<file path="src/rtl/fetch_queue_top.sv">
// Fetch stage: PC generator feeding a DEPTH-entry prefetch queue toward decode.
// Execute-stage redirects flush the queue and restart fetch at a word-aligned target.

module fetch_queue_entry #(
    parameter int XLEN = 32,
    parameter int ILEN = 32
) (
    input  logic            clk,
    input  logic            wr_en,
    input  logic [XLEN-1:0] wr_pc,
    input  logic [ILEN-1:0] wr_instr,
    output logic [XLEN-1:0] pc,
    output logic [ILEN-1:0] instr
);
    // Payload only; validity is tracked by the queue pointers, so no reset is needed.
    always_ff @(posedge clk) begin
        if (wr_en) begin
            pc    <= wr_pc;
            instr <= wr_instr;
        end
    end
endmodule

module fetch_queue_top #(
    parameter int              XLEN     = 32,
    parameter int              ILEN     = 32,
    parameter int              DEPTH    = 4,
    parameter logic [XLEN-1:0] RESET_PC = '0
) (
    input  logic                     clk,
    input  logic                     reset,
    output logic                     imem_req,
    output logic [XLEN-1:0]          imem_addr,
    input  logic [ILEN-1:0]          imem_rdata,
    input  logic                     redirect_valid,
    input  logic [XLEN-1:0]          redirect_target,
    input  logic                     deq_ready,
    output logic                     out_valid,
    output logic [XLEN-1:0]          out_pc,
    output logic [XLEN-1:0]          out_pc_plus4,
    output logic [ILEN-1:0]          out_instr,
    output logic [$clog2(DEPTH):0]   occupancy
);
    localparam int PW = $clog2(DEPTH);
    localparam int OW = PW + 1;

    logic [XLEN-1:0]                   fetch_pc;
    logic [PW-1:0]                     wr_ptr;
    logic [PW-1:0]                     rd_ptr;
    logic [OW-1:0]                     occ;
    logic                              full;
    logic                              enq;
    logic                              deq;
    logic [DEPTH-1:0]                  ent_wr;
    logic [DEPTH-1:0][XLEN-1:0]        ent_pc;
    logic [DEPTH-1:0][ILEN-1:0]        ent_instr;

    assign full      = (occ == OW'(DEPTH));
    assign imem_req  = ~full & ~redirect_valid;
    assign imem_addr = fetch_pc;
    assign enq       = imem_req & ~reset;

    assign out_valid    = (occ != '0);
    assign out_pc       = ent_pc[rd_ptr];
    assign out_instr    = ent_instr[rd_ptr];
    assign out_pc_plus4 = out_pc + XLEN'(4);
    assign occupancy    = occ;
    assign deq          = out_valid & deq_ready & ~redirect_valid & ~reset;

    genvar i;
    generate
        for (i = 0; i < DEPTH; i++) begin : g_ent
            assign ent_wr[i] = enq & (wr_ptr == PW'(i));
            fetch_queue_entry #(.XLEN(XLEN), .ILEN(ILEN)) u_ent (
                .clk      (clk),
                .wr_en    (ent_wr[i]),
                .wr_pc    (fetch_pc),
                .wr_instr (imem_rdata),
                .pc       (ent_pc[i]),
                .instr    (ent_instr[i])
            );
        end
    endgenerate

    // Reset beats redirect beats fetch/dequeue; a full queue stalls fetch even if
    // the head leaves this cycle (one bubble accepted to keep 'full' off the deq path).
    always_ff @(posedge clk) begin
        if (reset) begin
            fetch_pc <= RESET_PC;
            wr_ptr   <= '0;
            rd_ptr   <= '0;
            occ      <= '0;
        end else if (redirect_valid) begin
            fetch_pc <= {redirect_target[XLEN-1:2], 2'b00};
            wr_ptr   <= '0;
            rd_ptr   <= '0;
            occ      <= '0;
        end else begin
            if (enq) begin
                fetch_pc <= fetch_pc + XLEN'(4);
                wr_ptr   <= wr_ptr + PW'(1);
            end
            if (deq)
                rd_ptr <= rd_ptr + PW'(1);
            case ({enq, deq})
                2'b10:   occ <= occ + OW'(1);
                2'b01:   occ <= occ - OW'(1);
                default: occ <= occ;
            endcase
        end
    end
endmodule
</file>
<file path="config.mk">
export PLATFORM = sky130hd
export DESIGN_NAME = fetch_queue_top
export DESIGN_NICKNAME = d
export VERILOG_FILES = /design/src/rtl/fetch_queue_top.sv
export SDC_FILE = /design/constraint.sdc
export NUM_CORES = 1
export LEC_CHECK = 0
export CORE_MARGIN = 3
export CORE_UTILIZATION = 48
export CTS_CLUSTER_SIZE = 10
export DETAILED_ROUTE_END_ITERATION = 6
export GPL_ROUTABILITY_DRIVEN = 0
export HOLD_SLACK_MARGIN = 0.1
export PLACE_DENSITY_LB_ADDON = 0.25
export SLEW_MARGIN = 20
export SYNTH_ARGS = -nofsm -noshare
export SYNTH_HDL_FRONTEND = slang
export SYNTH_SLANG_ARGS = --single-unit
</file>
<file path="constraint.sdc">
create_clock -name clk -period 3.04 [get_ports clk]
set_clock_uncertainty 0.1 [all_clocks]
set_input_delay 0.456 -clock clk [delete_from_list [all_inputs] [get_ports clk]]
set_output_delay 0.456 -clock clk [all_outputs]
set_load 0.005 [all_outputs]
</file>
# Yosys cells after proc, flatten, opt, wreduce, memory -nomap -nowiden

Cells that the tools add are included.

Flip-flop bits (word level): 295
Logic and storage cells: 50

Add/sub/neg operators: 6
Order comparisons: 1
Reduce and logical (&&, ||, !) cells: 5
Bitwise gates (word level): 12
Mux-type cells: 7
Equality and inequality tests: 6

Operators by type and width:

| cell                    | number |
|---|---|
| $bmux W32 S2            | 2 |
| $mux W32                | 4 |
| $add A32 B3 Y32 const B | 2 |
| $and A1 B1 Y1           | 9 |
| $eq A2 B2 Y1 const B    | 3 |
| $pmux W3 S2             | 1 |
| $add A2 B1 Y2 const B   | 2 |
| $eq A2 B1 Y1 const B    | 2 |
| $reduce_bool A2 Y1      | 2 |
| $add A3 B1 Y3 const B   | 1 |
| $eq A3 B3 Y1 const B    | 1 |
| $lt A2 B3 Y1 const B    | 1 |
| $not A1 Y1              | 3 |
| $reduce_bool A3 Y1      | 1 |
| $sub A3 B1 Y3 const B   | 1 |
| $logic_not A2 Y1        | 1 |
| $reduce_or A2 Y1        | 1 |

# Depth between registers and ports, before layout

Word-level depth: 6
Depth in mapped cells: 11
Mapped depth without buffers: 9

# Cells and area by module

A second synthesis with hierarchy kept.

Cell total of the unflattened synthesis: 672
Area total of the unflattened synthesis: 12,004.0 um^2

Modules (own cells, without submodules):

| module            | area an instance (um^2) | times used | sequential area each (um^2) | cells an instance |
|---|---|---|---|---|
| fetch_queue_entry | 1,921.8                 | 4          | 1,921.8                     | 64 |
| fetch_queue_top   | 4,316.6                 | 1          | 740.7                       | 416 |

# Worst setup path before layout

Ideal clock, no wire load.

Path kind: register to register
Start point: reg occ[0] (netlist: occupancy[0])
End point: reg g_ent[0].u_ent.instr[0], enable pin
Data arrival time: 2,397 ps
Library setup time: 427 ps
Stages on the path, launching flop included: 4
Slack: 116 ps
Clock period less this slack: 2,924 ps
Cells stage by stage: dfxtp_1 > or3b_1 > clkbuf_1 > and3_1

Word-level cells in the longest chain between the ends: 5

RTL lines:

| element                  | line | RTL |
|---|---|---|
| start: declaration       | 50   | `logic [OW-1:0] occ;` |
| start signal: assignment | 106  | `2'b10: occ <= occ + OW'(1);` |
| start signal: assignment | 107  | `2'b01: occ <= occ - OW'(1);` |
| $eq A3 B3 Y1             | 58   | `assign full = (occ == OW'(DEPTH));` |
| $not A1 Y1               | 59   | `assign imem_req = ~full & ~redirect_valid;` |
| $and A1 B1 Y1            | 59   |  |
| $and A1 B1 Y1            | 61   | `assign enq = imem_req & ~reset;` |
| $and A1 B1 Y1            | 73   | `assign ent_wr[i] = enq & (wr_ptr == PW'(i));` |
| via g_ent[0].u_ent.wr_en | 9    | `input logic wr_en,` |
| end signal: assignment   | 19   | `instr <= wr_instr;` |
| end: declaration         | 13   | `output logic [ILEN-1:0] instr` |

The timed path passes the listed nets, and every way through them passes these cells.
A chain may end at the register's enable or synchronous reset.

# Worst setup path after layout

Start point: reg rd_ptr[0]
End point: out out_pc_plus4[30]

Word-level cells in the longest chain between the ends: 3

RTL lines:

| element                        | line | RTL |
|---|---|---|
| start: declaration             | 49   | `logic [PW-1:0] rd_ptr;` |
| start signal: assignment       | 104  | `rd_ptr <= rd_ptr + PW'(1);` |
| $bmux W32 S2                   | 64   | `assign out_pc = ent_pc[rd_ptr];` |
| $mux W32 (not written as such) | 64   |  |
| $add A32 B3 Y32                | 66   | `assign out_pc_plus4 = out_pc + XLEN'(4);` |
| end: declaration               | 40   | `output logic [XLEN-1:0] out_pc_plus4,` |

No other way between the ends. The select of a mux whose other input is x is not followed.

==> qor.csv <==
stage,metric,value,unit
detailed_routing,WL per Instance,21.9,µm
die,FP Rows,56,
worst_setup_path,startpoint types,flip-flop,
finish,multi-input combinational cell area,3570,µm²
sta,Fmax,305,MHz
global_routing,gr busiest metal,met2,
detailed_routing,drt drc,0,
sta,fin. max-slew vios,0,
yosys,main combinational cell family by area after synthesis,multiplexers,
sta,Slew HR,0.548,
finish,nets,1054,
die,Ports,201,
sta,min Tclk post-route,3.28,ns
worst_setup_path,slowest cell delay on critical path,0.38,ns
placement,worst slack at placement,-0.138,ns
detailed_routing,Detail Route Antenna Nets,0,
worst_setup_path,Buf/Inv on CP,4,
yosys,Mapped Area,11700,µm²
power_and_ir_drop,Static Leak,5.83,nW
worst_setup_path,CP dominant cell by count,buf_12,
placement,Detailed Place HPWL,18700,µm
hold_path,worst hold start,wr_ptr[1],
finish,area grow syn2layout,38.6,%
yosys,Main synth FF type,edfxtp_1,
die,Starting Density,0.493,
power_and_ir_drop,Sw Ratio,0.204,
clocking,Clock Latency Late Sink,0.49,ns
power_and_ir_drop,worst vdd ir,0.356,mV
worst_setup_path,Reg-to-Reg Start,imem_addr[3],
power_and_ir_drop,Sw Pwr,1.78,mW
sta,setup TNS,-2.62,ns
yosys,Synth area leader,edfxtp_1,
sta,final setup fails,24,
power_and_ir_drop,Power Dens Cells,538,nW/µm²
sta,"Hold Vio Cnt, Final",0,
hold_path,WHS Endpoint,wr_ptr[1],
yosys,simple-gate share of the synthesized area,0.0792,
global_routing,global route total overflow,0,
global_routing,M3 GR Usage,0.0426,
worst_setup_path,crit end category,output port,
worst_setup_path,reg2reg setup slack,0.32,ns
flow_run,Max Cap Viol,0,
detailed_routing,DR pass1 iterations,5,
yosys,Synth top area share,0.635,
worst_setup_path,"CP delay by family, top",simple AND/OR/NAND/NOR gates,
worst_setup_path,worst-path cell chain,"buf_12, buf_12, mux4_2, and4_4, nand4_1, buf_4, nor4_4, xor2_1, buf_2",
global_routing,GRT Total Usage,0.221,
die,Die Footprint,26300,µm²
clocking,CTS root buf,clkbuf_16,
finish,Reg area,8200,µm²
yosys,"FFs w/ async S/R, synth",0,
clocking,cts bufs inserted,34,
clocking,CTS clock-pin slew for the worst setup and hold paths,0.05,ns
yosys,adder-cell share of the synthesized area,0.00918,
die,die width,162,µm
worst_setup_path,CP max stage cell,mux4_2,
global_routing,pin count of the biggest net entering global routing,38,
sta,final period utilization,1.08,
global_routing,vias in the first global route,7817,
finish,"commonest non-fill, non-tap cell in the layout",edfxtp_1,
worst_setup_path,worst r2r path cells,6,
placement,PortBufs,192,
global_routing,met2 usage,0.369,
finish,fraction of layout cells with a size suffix above 1,0.296,
yosys,mux cell area share after synthesis,0.120,
finish,diode count,0,
power_and_ir_drop,Power Internal,6.96,mW
global_routing,initial antenna violation count,1,
sta,RSZ-0062 raised after global routing,yes,
global_routing,GR Layer Usage met1,0.299,
worst_setup_path,Crit path arrival time,2.73,ns
worst_setup_path,"Max FO, Critical Path",8,
clocking,Clock Path Buffers,3,
clocking,TritonCTS clock tree,done,
detailed_routing,via/cell ratio,5.51,
hold_path,Worst Hold Depth,2,
clocking,Clock Sinks,285,
yosys,XOR/XNOR Fraction of Synth Area,0.0374,
detailed_routing,vias,7288,
status,outcome,finished with violations,
yosys,number of flops mapped to enable cells by yosys,248,
detailed_routing,DR iter-0 viols,450,
detailed_routing,final wirelength,29000,µm
sta,post-route setup slack,-0.243,ns
yosys,register area share after synthesis,0.699,
finish,number of fillers in the final layout,1538,
power_and_ir_drop,Seq pwr share,0.507,
yosys,synth top area cells,"edfxtp_1, mux4_2, dfxtp_1, xnor2_1, xor2_1",
clocking,H-tree levels,2,
worst_setup_path,critical path class,flip-flop to output port,
global_routing,global-route wire length before repair,44600,µm
sta,Slew @ Worst Pin,0.675,ns
yosys,yosys warns,0,
status,violated checks,negative setup slack,
finish,most frequent cells in the layout,"edfxtp_1, clkdlybuf4s50_1, buf_4",
yosys,compound-cell area share of the yosys netlist,0.0291,
yosys,Yosys reg bits,285,
sta,final hold slack,0.406,ns
yosys,"Distinct cells, synth",49,
die,Core Area,23800,µm²
power_and_ir_drop,Combinational Power Share,0.072,
yosys,Post-Syn Area per Cell,17.5,µm²
hold_path,worst min path class,flip-flop to flip-flop,
yosys,synthesized instance count,671,
die,height of the die,162,µm
worst_setup_path,reg-to-reg endpoint,imem_addr[30],
power_and_ir_drop,clock network fraction of design power,0.421,
worst_setup_path,Crit path required time,2.48,ns
## power groups by stage
stage	combinational, mW	clock [mW]	sequential [mW]
after global routing	0.679	3.93	4.44
after CTS	0.634	3.75	4.43
after detailed placement	0.627	0	4.51
after floorplan	0.211	0	4.50
after global placement	0.611	0	4.50
final	0.632	3.68	4.43
## Yosys cell counts (2+ instances only)
master,n
a2111oi_2,4
a211oi_1,16
a21oi_1,8
a311oi_1,7
a31oi_1,2
and2_1,5
and3_1,10
and4_1,10
buf_1,2
buf_2,6
buf_4,8
buf_6,7
clkbuf_1,15
dfxtp_1,37
edfxtp_1,248
ha_1,7
inv_1,20
mux4_2,62
nand2_1,33
nand3_1,13
nand4_1,5
nor2_1,39
nor3_1,12
nor3_2,2
nor4_1,5
nor4_2,3
nor4_4,2
o21ai_0,6
or2_0,2
or3_1,8
xnor2_1,26
xor2_1,24
## metrics by stage
| stage | util | instance area (µm²) | total power [mW] | instances |
|---|---|---|---|---|
| floorplan | - | 11700 | 4.71 | 676 |
| global placement | 0.614 | 14600 | 5.11 | 1225 |
| detailed placement | 0.614 | 14600 | 5.14 | 1225 |
| CTS | 0.677 | 16100 | 8.81 | 1312 |
| global route | 0.684 | 16200 | 9.05 | 1323 |
| finish | 0.684 | 16200 | 8.74 | 1323 |
## per-layer routing
metal  part of all wire  routed length [µm]
met5            0.00069                  20
met4              0.022                 650
met3              0.054                1560
met2               0.51               14900
met1               0.41               11900
## how the worst max path moves through the flow
| stage | start | depth (start not counted) | to |
|---|---|---|---|
| 6_report | rd_ptr[0] | 9 | out_pc_plus4[30] |
| 5_1_grt | rd_ptr[0] | 9 | out_pc_plus4[30] |
| 4_1_cts | rd_ptr[0] | 10 | out_pc_plus4[31] |
| 3_5_place_dp | rd_ptr[0] | 9 | out_pc_plus4[31] |
| 3_3_place_gp | rd_ptr[0] | 9 | out_pc_plus4[31] |
| 2_1_floorplan | occupancy[0] | 3 | g_ent[0].u_ent.instr[0] |
## kinds of logic (layout without fill, tap and decap cells)
group | after synthesis | after routing
AOI/OAI and AO/OA | 45 | 45
muxes | 63 | 63
adders and majority gates | 8 | 8
xor gates and xnor gates | 50 | 50
and+or+nand+nor | 161 | 161
DFF | 285 | 285
other | 1 | 6
buffers and inverters | 58 | 386
## registers in the layout (all words and copies together), names as in the netlist
register and flops:
rd_ptr 2, occupancy 3, imem_addr 30, wr_ptr 2, g_ent.u_ent.instr 128, g_ent.u_ent.pc 120
## area by class of cell
type | count | share of cell area
clock inverters | 1 | 0.000308
multi-input cells | 333 | 0.220
clock buffers | 61 | 0.0625
well taps | 319 | 0.0246
repair buffers | 304 | 0.184
inverters | 20 | 0.00462
flip-flops and latches | 285 | 0.504
## tightest hold or removal path, stage by stage (launching register included)
cell	delay [ns]
dfxtp_1	0.34
nand2_1	0.06
a21oi_1	0.06
## timing repair
action | in CTS | in global routing
endpoints found under the setup margin | 55 | 31
pin swaps | 30 | 21
cloned | 2 | 1
setup buffers | 23 | 11
hold buffers | 0 | 0
gates resized for setup | 183 | 37
Power figures use the tool's default switching activity.
